File: config.mk
export PLATFORM = sky130hd
export DESIGN_NAME = hazard_scoreboard
export DESIGN_NICKNAME = d
export VERILOG_FILES = /design/src/rtl/hazard_scoreboard.sv
export SDC_FILE = /design/constraint.sdc
export NUM_CORES = 1
export LEC_CHECK = 0
export BUFFER_PORTS_ARGS = -buffer_cell sky130_fd_sc_hd__buf_2
export CORE_AREA = 2 2 141 143
export CTS_CLUSTER_SIZE = 24
export DETAILED_ROUTE_END_ITERATION = 8
export DIE_AREA = 0 0 143 145
export GPL_TIMING_DRIVEN = 0
export PLACE_DENSITY = 0.63
export RECOVER_POWER = 50
export SKIP_LAST_GASP = 1
export SLEW_MARGIN = 10
export SYNTH_ARGS = -nofsm -noshare
export SYNTH_HDL_FRONTEND = slang
export SYNTH_SLANG_ARGS = --single-unit
File: constraint.sdc
create_clock -name clk -period 10.6 [get_ports clk]
set_clock_uncertainty 0.15 [all_clocks]
set_input_delay 2.12 -clock clk [delete_from_list [all_inputs] [get_ports clk]]
set_output_delay 2.12 -clock clk [all_outputs]
set_load 0.005 [all_outputs]
File: src/rtl/hazard_scoreboard.sv
`default_nettype none
// ============================================================================
// Module      : hazard_scoreboard
// Description : Hazard and forwarding controller for an in-order rv32
//               pipeline. A per-register scoreboard records how many stages
//               each in-flight producer is ahead of decode. From it the block
//               derives the operand forwarding selects and the load-use stall
//               for the instruction in decode. It also stretches a taken
//               branch or jump into a flush of FLUSH_CYC cycles.
//
// Parameters  : NREG      number of architectural registers
//               DEPTH     stages from issue to register-file write, inclusive
//               LOAD_LAT  age at which a load result becomes forwardable
//               FLUSH_CYC cycles of flush per redirect
//
// Ports       : clk, rst           clock and synchronous active-high reset
//               issue_*            decode-stage instruction description
//               redirect           taken branch/jump resolved in EXE
//               stall, flush       pipeline control outputs
//               fwd_sel_a/b        0 = register file, k = producer k ahead
//               stall_cnt          stall cycles counted (stats build only)
//               flush_cnt          redirects counted (stats build only)
//
// Build macro : HAZARD_STATS_EN    builds the stall/flush statistics counters;
//                                  when undefined both counters read 0.
//
// Revision    : 1.0  initial release
// ============================================================================
module hazard_scoreboard #(
    parameter int NREG      = 32,
    parameter int DEPTH     = 3,
    parameter int LOAD_LAT  = 2,
    parameter int FLUSH_CYC = 1
) (
    input  logic                       clk,
    input  logic                       rst,
    input  logic                       issue_valid,
    input  logic [$clog2(NREG)-1:0]    issue_rd,
    input  logic                       issue_we,
    input  logic                       issue_is_load,
    input  logic [$clog2(NREG)-1:0]    issue_rs1,
    input  logic [$clog2(NREG)-1:0]    issue_rs2,
    input  logic                       issue_use_rs1,
    input  logic                       issue_use_rs2,
    input  logic                       redirect,
    output logic                       stall,
    output logic                       flush,
    output logic [$clog2(DEPTH+1)-1:0] fwd_sel_a,
    output logic [$clog2(DEPTH+1)-1:0] fwd_sel_b,
    output logic [31:0]                stall_cnt,
    output logic [31:0]                flush_cnt
);

    localparam int c_AW = $clog2(NREG);
    localparam int c_SW = $clog2(DEPTH + 1);
    localparam int c_FW = (FLUSH_CYC > 1) ? $clog2(FLUSH_CYC) : 1;

    localparam logic [c_SW-1:0] c_DEPTH      = c_SW'(DEPTH);
    // One extra bit so LOAD_LAT = DEPTH + 1 is still representable.
    localparam logic [c_SW:0]   c_LOAD_LAT   = (c_SW + 1)'(LOAD_LAT);
    localparam logic [c_FW-1:0] c_FLUSH_LOAD = c_FW'(FLUSH_CYC - 1);

    // Scoreboard: age 0 means no write in flight for that register.
    logic [c_SW-1:0] r_age [NREG];
    logic [NREG-1:0] r_ld;
    logic [c_FW-1:0] r_fcnt;

    logic [c_SW-1:0] w_sel_a;
    logic [c_SW-1:0] w_sel_b;
    logic            w_ld_a;
    logic            w_ld_b;
    logic            w_haz_a;
    logic            w_haz_b;
    logic            w_flush;
    logic            w_stall;
    logic            w_fire;

    // ------------------------------------------------------------------------
    // Forwarding selects, hazard detection and issue qualification
    // ------------------------------------------------------------------------
    always_comb begin
        w_sel_a = '0;
        w_sel_b = '0;
        w_ld_a  = r_ld[issue_rs1];
        w_ld_b  = r_ld[issue_rs2];

        if (issue_use_rs1 && (issue_rs1 != '0)) begin
            w_sel_a = r_age[issue_rs1];
        end
        if (issue_use_rs2 && (issue_rs2 != '0)) begin
            w_sel_b = r_age[issue_rs2];
        end

        // A load still younger than LOAD_LAT has no forwardable data yet.
        w_haz_a = (w_sel_a != '0) && w_ld_a && ({1'b0, w_sel_a} < c_LOAD_LAT);
        w_haz_b = (w_sel_b != '0) && w_ld_b && ({1'b0, w_sel_b} < c_LOAD_LAT);

        // Outputs are held quiet while reset is asserted, whatever the inputs.
        w_flush = ~rst & (redirect | (r_fcnt != '0));
        w_stall = ~rst & issue_valid & ~w_flush & ~redirect & (w_haz_a | w_haz_b);
        w_fire  = issue_valid & ~w_stall & ~w_flush & ~redirect;
    end

    assign stall     = w_stall;
    assign flush     = w_flush;
    assign fwd_sel_a = rst ? '0 : w_sel_a;
    assign fwd_sel_b = rst ? '0 : w_sel_b;

    // ------------------------------------------------------------------------
    // Scoreboard aging and flush counter
    // ------------------------------------------------------------------------
    always_ff @(posedge clk) begin
        if (rst) begin
            for (int r = 0; r < NREG; r++) begin
                r_age[r] <= '0;
            end
            r_ld   <= '0;
            r_fcnt <= '0;
        end else begin
            for (int r = 0; r < NREG; r++) begin
                // A new producer replaces any older one for the same register.
                // Register 0 never matches, so its entry stays empty.
                if (w_fire && issue_we && (issue_rd != '0) && (issue_rd == c_AW'(r))) begin
                    r_age[r] <= c_SW'(1);
                    r_ld[r]  <= issue_is_load;
                end else if (r_age[r] == c_DEPTH) begin
                    r_age[r] <= '0;
                    r_ld[r]  <= 1'b0;
                end else if (r_age[r] != '0) begin
                    r_age[r] <= r_age[r] + c_SW'(1);
                end
            end

            // The redirect cycle itself flushes combinationally; the counter
            // covers the remaining FLUSH_CYC - 1 cycles.
            if (redirect) begin
                r_fcnt <= c_FLUSH_LOAD;
            end else if (r_fcnt != '0) begin
                r_fcnt <= r_fcnt - c_FW'(1);
            end
        end
    end

    // ------------------------------------------------------------------------
    // Optional statistics
    // ------------------------------------------------------------------------
`ifdef HAZARD_STATS_EN
    logic [31:0] r_stall_cnt;
    logic [31:0] r_flush_cnt;

    always_ff @(posedge clk) begin
        if (rst) begin
            r_stall_cnt <= '0;
            r_flush_cnt <= '0;
        end else begin
            if (w_stall) begin
                r_stall_cnt <= r_stall_cnt + 32'd1;
            end
            if (redirect) begin
                r_flush_cnt <= r_flush_cnt + 32'd1;
            end
        end
    end

    assign stall_cnt = r_stall_cnt;
    assign flush_cnt = r_flush_cnt;
`else
    assign stall_cnt = '0;
    assign flush_cnt = '0;
`endif

endmodule
`default_nettype wire

## After elaboration in Yosys (flattened, before gate mapping)

Memories as Yosys holds them, arrays and structs flattened.
Index checks and enable logic that the tools add are counted.

| word-level totals | value |
|---|---|
| input bits | 23 |
| output and inout port bits | 70 |
| memories | 1 |
| bits in registers | 33 |
| RAM bits | 64 |
| logic and storage cells | 910 |

Memory list:

| name | depth | width | read ports | clocked after Yosys merged registers in | wr ports | line | source |
|---|---|---|---|---|---|---|---|
| r_age | 32 | 2 | 34 | 0 | 32 | 64 | `logic [c_SW-1:0] r_age [NREG];` |

| operators by class | value |
|---|---|
| $add $sub $neg | 33 |
| magnitude comparators | 4 |
| bitwise logic cells | 111 |
| reduce and logical (&&, ||, !) cells | 111 |
| multiplexer cells | 554 |
| equal/unequal tests | 63 |

Operators by type and width:

| operator | number |
|---|---|
| 1-bit 2-to-1 mux | 452 |
| 2-bit 2-to-1 mux | 100 |
| 2-bit nonzero test | 66 |
| 1-bit bitwise OR | 98 |
| 5-bit == test (second input constant) | 16 |
| 2-bit by 1-bit adder with 2-bit output (second input constant) | 32 |
| 2-bit == test (second input constant) | 32 |
| 5-bit by 4-bit == test with 1-bit output (second input constant) | 8 |
| 1-bit logical AND | 40 |
| 5-bit by 3-bit == test with 1-bit output (second input constant) | 4 |
| 5-bit nonzero test | 3 |
| 5-bit by 6-bit less-than comparator with 1-bit output (second input constant) | 2 |
| 1-bit binary-select mux with 5-bit select | 2 |
| 5-bit by 2-bit == test with 1-bit output (second input constant) | 2 |
| 1-bit bitwise AND | 8 |
| 5-bit by 1-bit == test with 1-bit output (second input constant) | 1 |
| 5-bit logical NOT | 1 |
| 1-bit inverter | 5 |
| 2-bit less-than comparator (second input constant) | 2 |
| 3-bit OR reduction | 1 |
| 1-bit subtractor (second input constant) | 1 |

## Depth between registers and ports, before layout

| logic depth | value |
|---|---|
| depth after elaboration | 21 |
| depth in mapped cells | 13 |
| depth with buffers taken out | 8 |

## Least setup slack after synthesis

OpenSTA, ideal clock, no wires.

| timing path | value |
|---|---|
| kind | input port to output port |
| start | input port issue_rs2[2] |
| end | output port stall |
| cell stages on the path | 9 |
| data required time | 8.330 ns |
| slack | 4.103 ns |
| path buffers | 3 |
| arrival | 4.227 ns |
| path through | clkbuf_1 > clkbuf_1 > mux4_1 > mux4_2 > mux2i_1 > nand4_1 > o2bb2a_4 > inv_2 > buf_6 |

| on the way | value |
|---|---|
| longest elaborated chain between the ends | 8 |
| elaborated cells on any way between the ends | 12 |
| those cells by class | 1 x order compare; 3 x mux; 2 x bitwise; 5 x reduce/logical; 1 x memory |

RTL lines:

| item | line | source |
|---|---|---|
| from (decl) | 42 | `input logic [$clog2(NREG)-1:0] issue_rs2,` |
| branches (longest 5 deep; another with memory read 32 x 2 bit) | - |  |
| 1-bit logical AND * | 96 | `w_haz_b = (w_sel_b != '0) && w_ld_b && ({1'b0, w_sel_b} < c_LOAD_LAT);` |
| 1-bit bitwise OR * | 100 | `w_stall = ~rst & issue_valid & ~w_flush & ~redirect & (w_haz_a \| w_haz_b);` |
| 1-bit bitwise AND * | 100 |  |
| to (decl) | 46 | `output logic stall,` |

Every way passes the cells marked *. The select of a mux whose other input is x is not followed.

## Worst setup path in the final report

Ends and elaborated chain as after synthesis.

==> results.ini <==
[outcome]
status=completed

[final_layout]
antenna_cells=0
nets=796
finalNonFillerCells=1010
fin_area_mm2=0.00842
drive_above_1_share=0.271
syn_to_final_growth_pct=13.5

[timing]
setup_viol=0
timing.final.ws_setup_ns=2.70
fin_setup_tns_ns=0
tightestPinTransition_ns=1.03
relSlewSlack=0.305
clock.fmax_mhz=127
min_period_ns=7.90
finalHoldViolCount=0
fin_crit_sh=0.745
rsz0062_at_grt=false
slew_viol_final=0

[critical_path]
reg2reg_from=r_age[9][1]$_SDFFCE_PN0P_
cp-start-kind=primary input
endpoint=stall
setup.worst_path.end_class=primary output
cpLargestDelayFamily=buffers and inverters
path_buf_inv=5
reg2regPathDepth=9
cp_slowest_cell=clkbuf_1
cpPeakStageDelay_ns=0.58
r2r-end=r_age[11][0]$_SDFFCE_PN0P_
crit_required_ns=8.33
crit_fanout=10
cp.arrival_ns=5.63
path_class=in2out
path_cells=clkbuf_1 > clkbuf_1 > mux4_1 > mux4_2 > mux2i_1 > nand4_1 > o2bb2a_1 > inv_1 > clkbuf_1 > buf_2
crit_top_cell=clkbuf_1
crit_cells=10
critPathLaunch=issue_rs2[2]
ff2ff_setup_slack_ns=6.59

[drt]
first_pass_iters=5
routed_wl_um=20700
via_per_inst=5.55
via_count=5610
ant_nets=0
drc=0
drt-initial-drc-count=625
routedWlPerCell_um=20.5

[power_and_ir_drop]
power_mw=1.84
powerDensity_mw_per_mm2=219
max-vdd-ir-drop_uv=92.2
leakage_nw=3.31

[global_route]
grt_overflow=0
grt_max_degree=16
grt_pass1_wl_um=31100
antenna_found_initial=0
grt_pass1_vias=5155
grt_use_total=0.201

[logic_synthesis]
postSynthCellCount=645
netlist_area_mm2=0.00741
synth-edff-count=64
synth-seq-cells=97
synth_area_leaders=edfxtp_1 (26%), mux4_2 (13%), dfxtp_1 (8.9%)
avgSynthCellArea_um2=11.5
synth_common_cells=buf_4 (66), edfxtp_1 (64), mux2i_1 (58)
yosysWarnings=0
yosysSeqAreaShare=0.348
synthArstFlopShare=0
synth_top_cell_area_share=0.259
synth.distinct_cells=44
yosys.cell_count.top_type=buf_4
yosys.area.top_type=edfxtp_1
ys.flop_type=edfxtp_1

[place]
pre_cts_slack_ns=3.29
hpwl_um=15700
routabilityCongestion=0.953
dpl-instance-area_mm2=0.00809
dp.cells=994
port_buffers=20

[clock_network]
post-cts-setup-buffer-count=0
tritoncts=done
cts_sinks=97
clockBufferDepth=2
cts_buffers=9
cts-resized-gates=0
insertion_delay_ns=0.37
cts-root-buf=clkbuf_16
htree_levels=3
path_clk_slew_ns=0.07
hold_buffers=0

[worst_hold_path]
hold_path_startpoint=r_ld[0]$_SDFFE_PP0P_
hp-class=reg2reg

[floorplanning]
coreArea_mm2=0.0192
die_h_um=145
core.rowCount=51
die_x_um=143
ios=93
start_util=0.386
die-area_mm2=0.0207

[run]
cap_violations=0

-- power by group --
part | total, mW | switching [mW] | internal (mW)
Combinational | 0.680 | 0.304 | 0.376
Clock | 0.427 | 0.149 | 0.278
Sequential | 0.733 | 0.145 | 0.588
-- kinds of logic (layout without fill, tap and decap cells) --
group | Yosys count | count (layout) | synth area share
and+or+nand+nor | 252 | 252 | 0.217
muxes | 111 | 111 | 0.242
buffers and inverters | 112 | 148 | 0.0965
AOI/OAI and AO/OA | 39 | 39 | 0.0402
other | 1 | 65 | 0.000506
DFF | 97 | 97 | 0.348
adders and majority gates | 33 | 33 | 0.0557
-- sequential cells by signal, indices dropped and copies added (netlist names) --
register	cells
r_age	64
r_fcnt	1
r_ld	32
-- worst register-to-register path: stages (launching register included) --
cell and delay, ns:
edfxtp_1 0.48, mux4_1 0.58, mux4_2 0.49, mux2i_1 0.25
nand4_1 0.13, o2bb2a_1 0.35, clkbuf_1 0.29, clkbuf_1 0.31
and2_0 0.26, or4_1 0.47
-- how the worst min path moves through the flow --
stage                     slack, ns                    to  depth (start not counted)
after floorplan                0.31  r_ld[0]$_SDFFE_PP0P_                          1
after global placement         0.33  r_ld[0]$_SDFFE_PP0P_                          1
after detailed placement       0.34  r_ld[0]$_SDFFE_PP0P_                          1
after CTS                      0.35  r_ld[0]$_SDFFE_PP0P_                          1
after global routing           0.36  r_ld[0]$_SDFFE_PP0P_                          1
final                          0.36  r_ld[0]$_SDFFE_PP0P_                          1
-- layer usage --
| metal | track usage | share of wire | vias up |
|---|---|---|---|
| met3 | 0.0370 | 0.088 | 64 |
| met5 | 0 | 0 | - |
| met4 | 0.100 | 0.043 | 0 |
| met1 | 0.280 | 0.42 | 2682 |
| met2 | 0.300 | 0.45 | 299 |
| li1 | - | - | 2565 |
-- metrics by stage --
step           hold slack [ns]  utilization
6_report                 0.357        0.438
5_1_grt                  0.363        0.438
4_1_cts                  0.350        0.441
3_3_place_gp             0.327        0.421
2_1_floorplan            0.312            -
3_5_place_dp             0.336        0.421
-- final cells by class --
class / count / area (um^2)
plain buffers: 109 / 682
clock buffers: 10 / 229
clock inverters: 6 / 154
fillers: 1833 / 10800
inverters: 3 / 11.3
multi-input cells: 500 / 4330
flip-flops and latches: 97 / 2580
well taps: 265 / 332
repair buffers: 20 / 98.8
-- layout by cell type, fill, tap and decap left out, drive strengths merged, types with 3 or more instances in the layout --
cell type and n:
mux4 52, nor2b 21, o21ba 15, nand3 21, nand3b 3, or3b 31
edfxtp 64, a21oi 16, and2 14, nand4 3, conb 65, clkbuf 42
dfxtp 33, nor3b 30, or3 3, or4 31, nand2 12, nor2 24
and3b 3, ha 33, buf 97, bufinv 5, nor3 29, nand2b 10
nor4 14, mux2i 58
(Power assumes the default switching activity.)
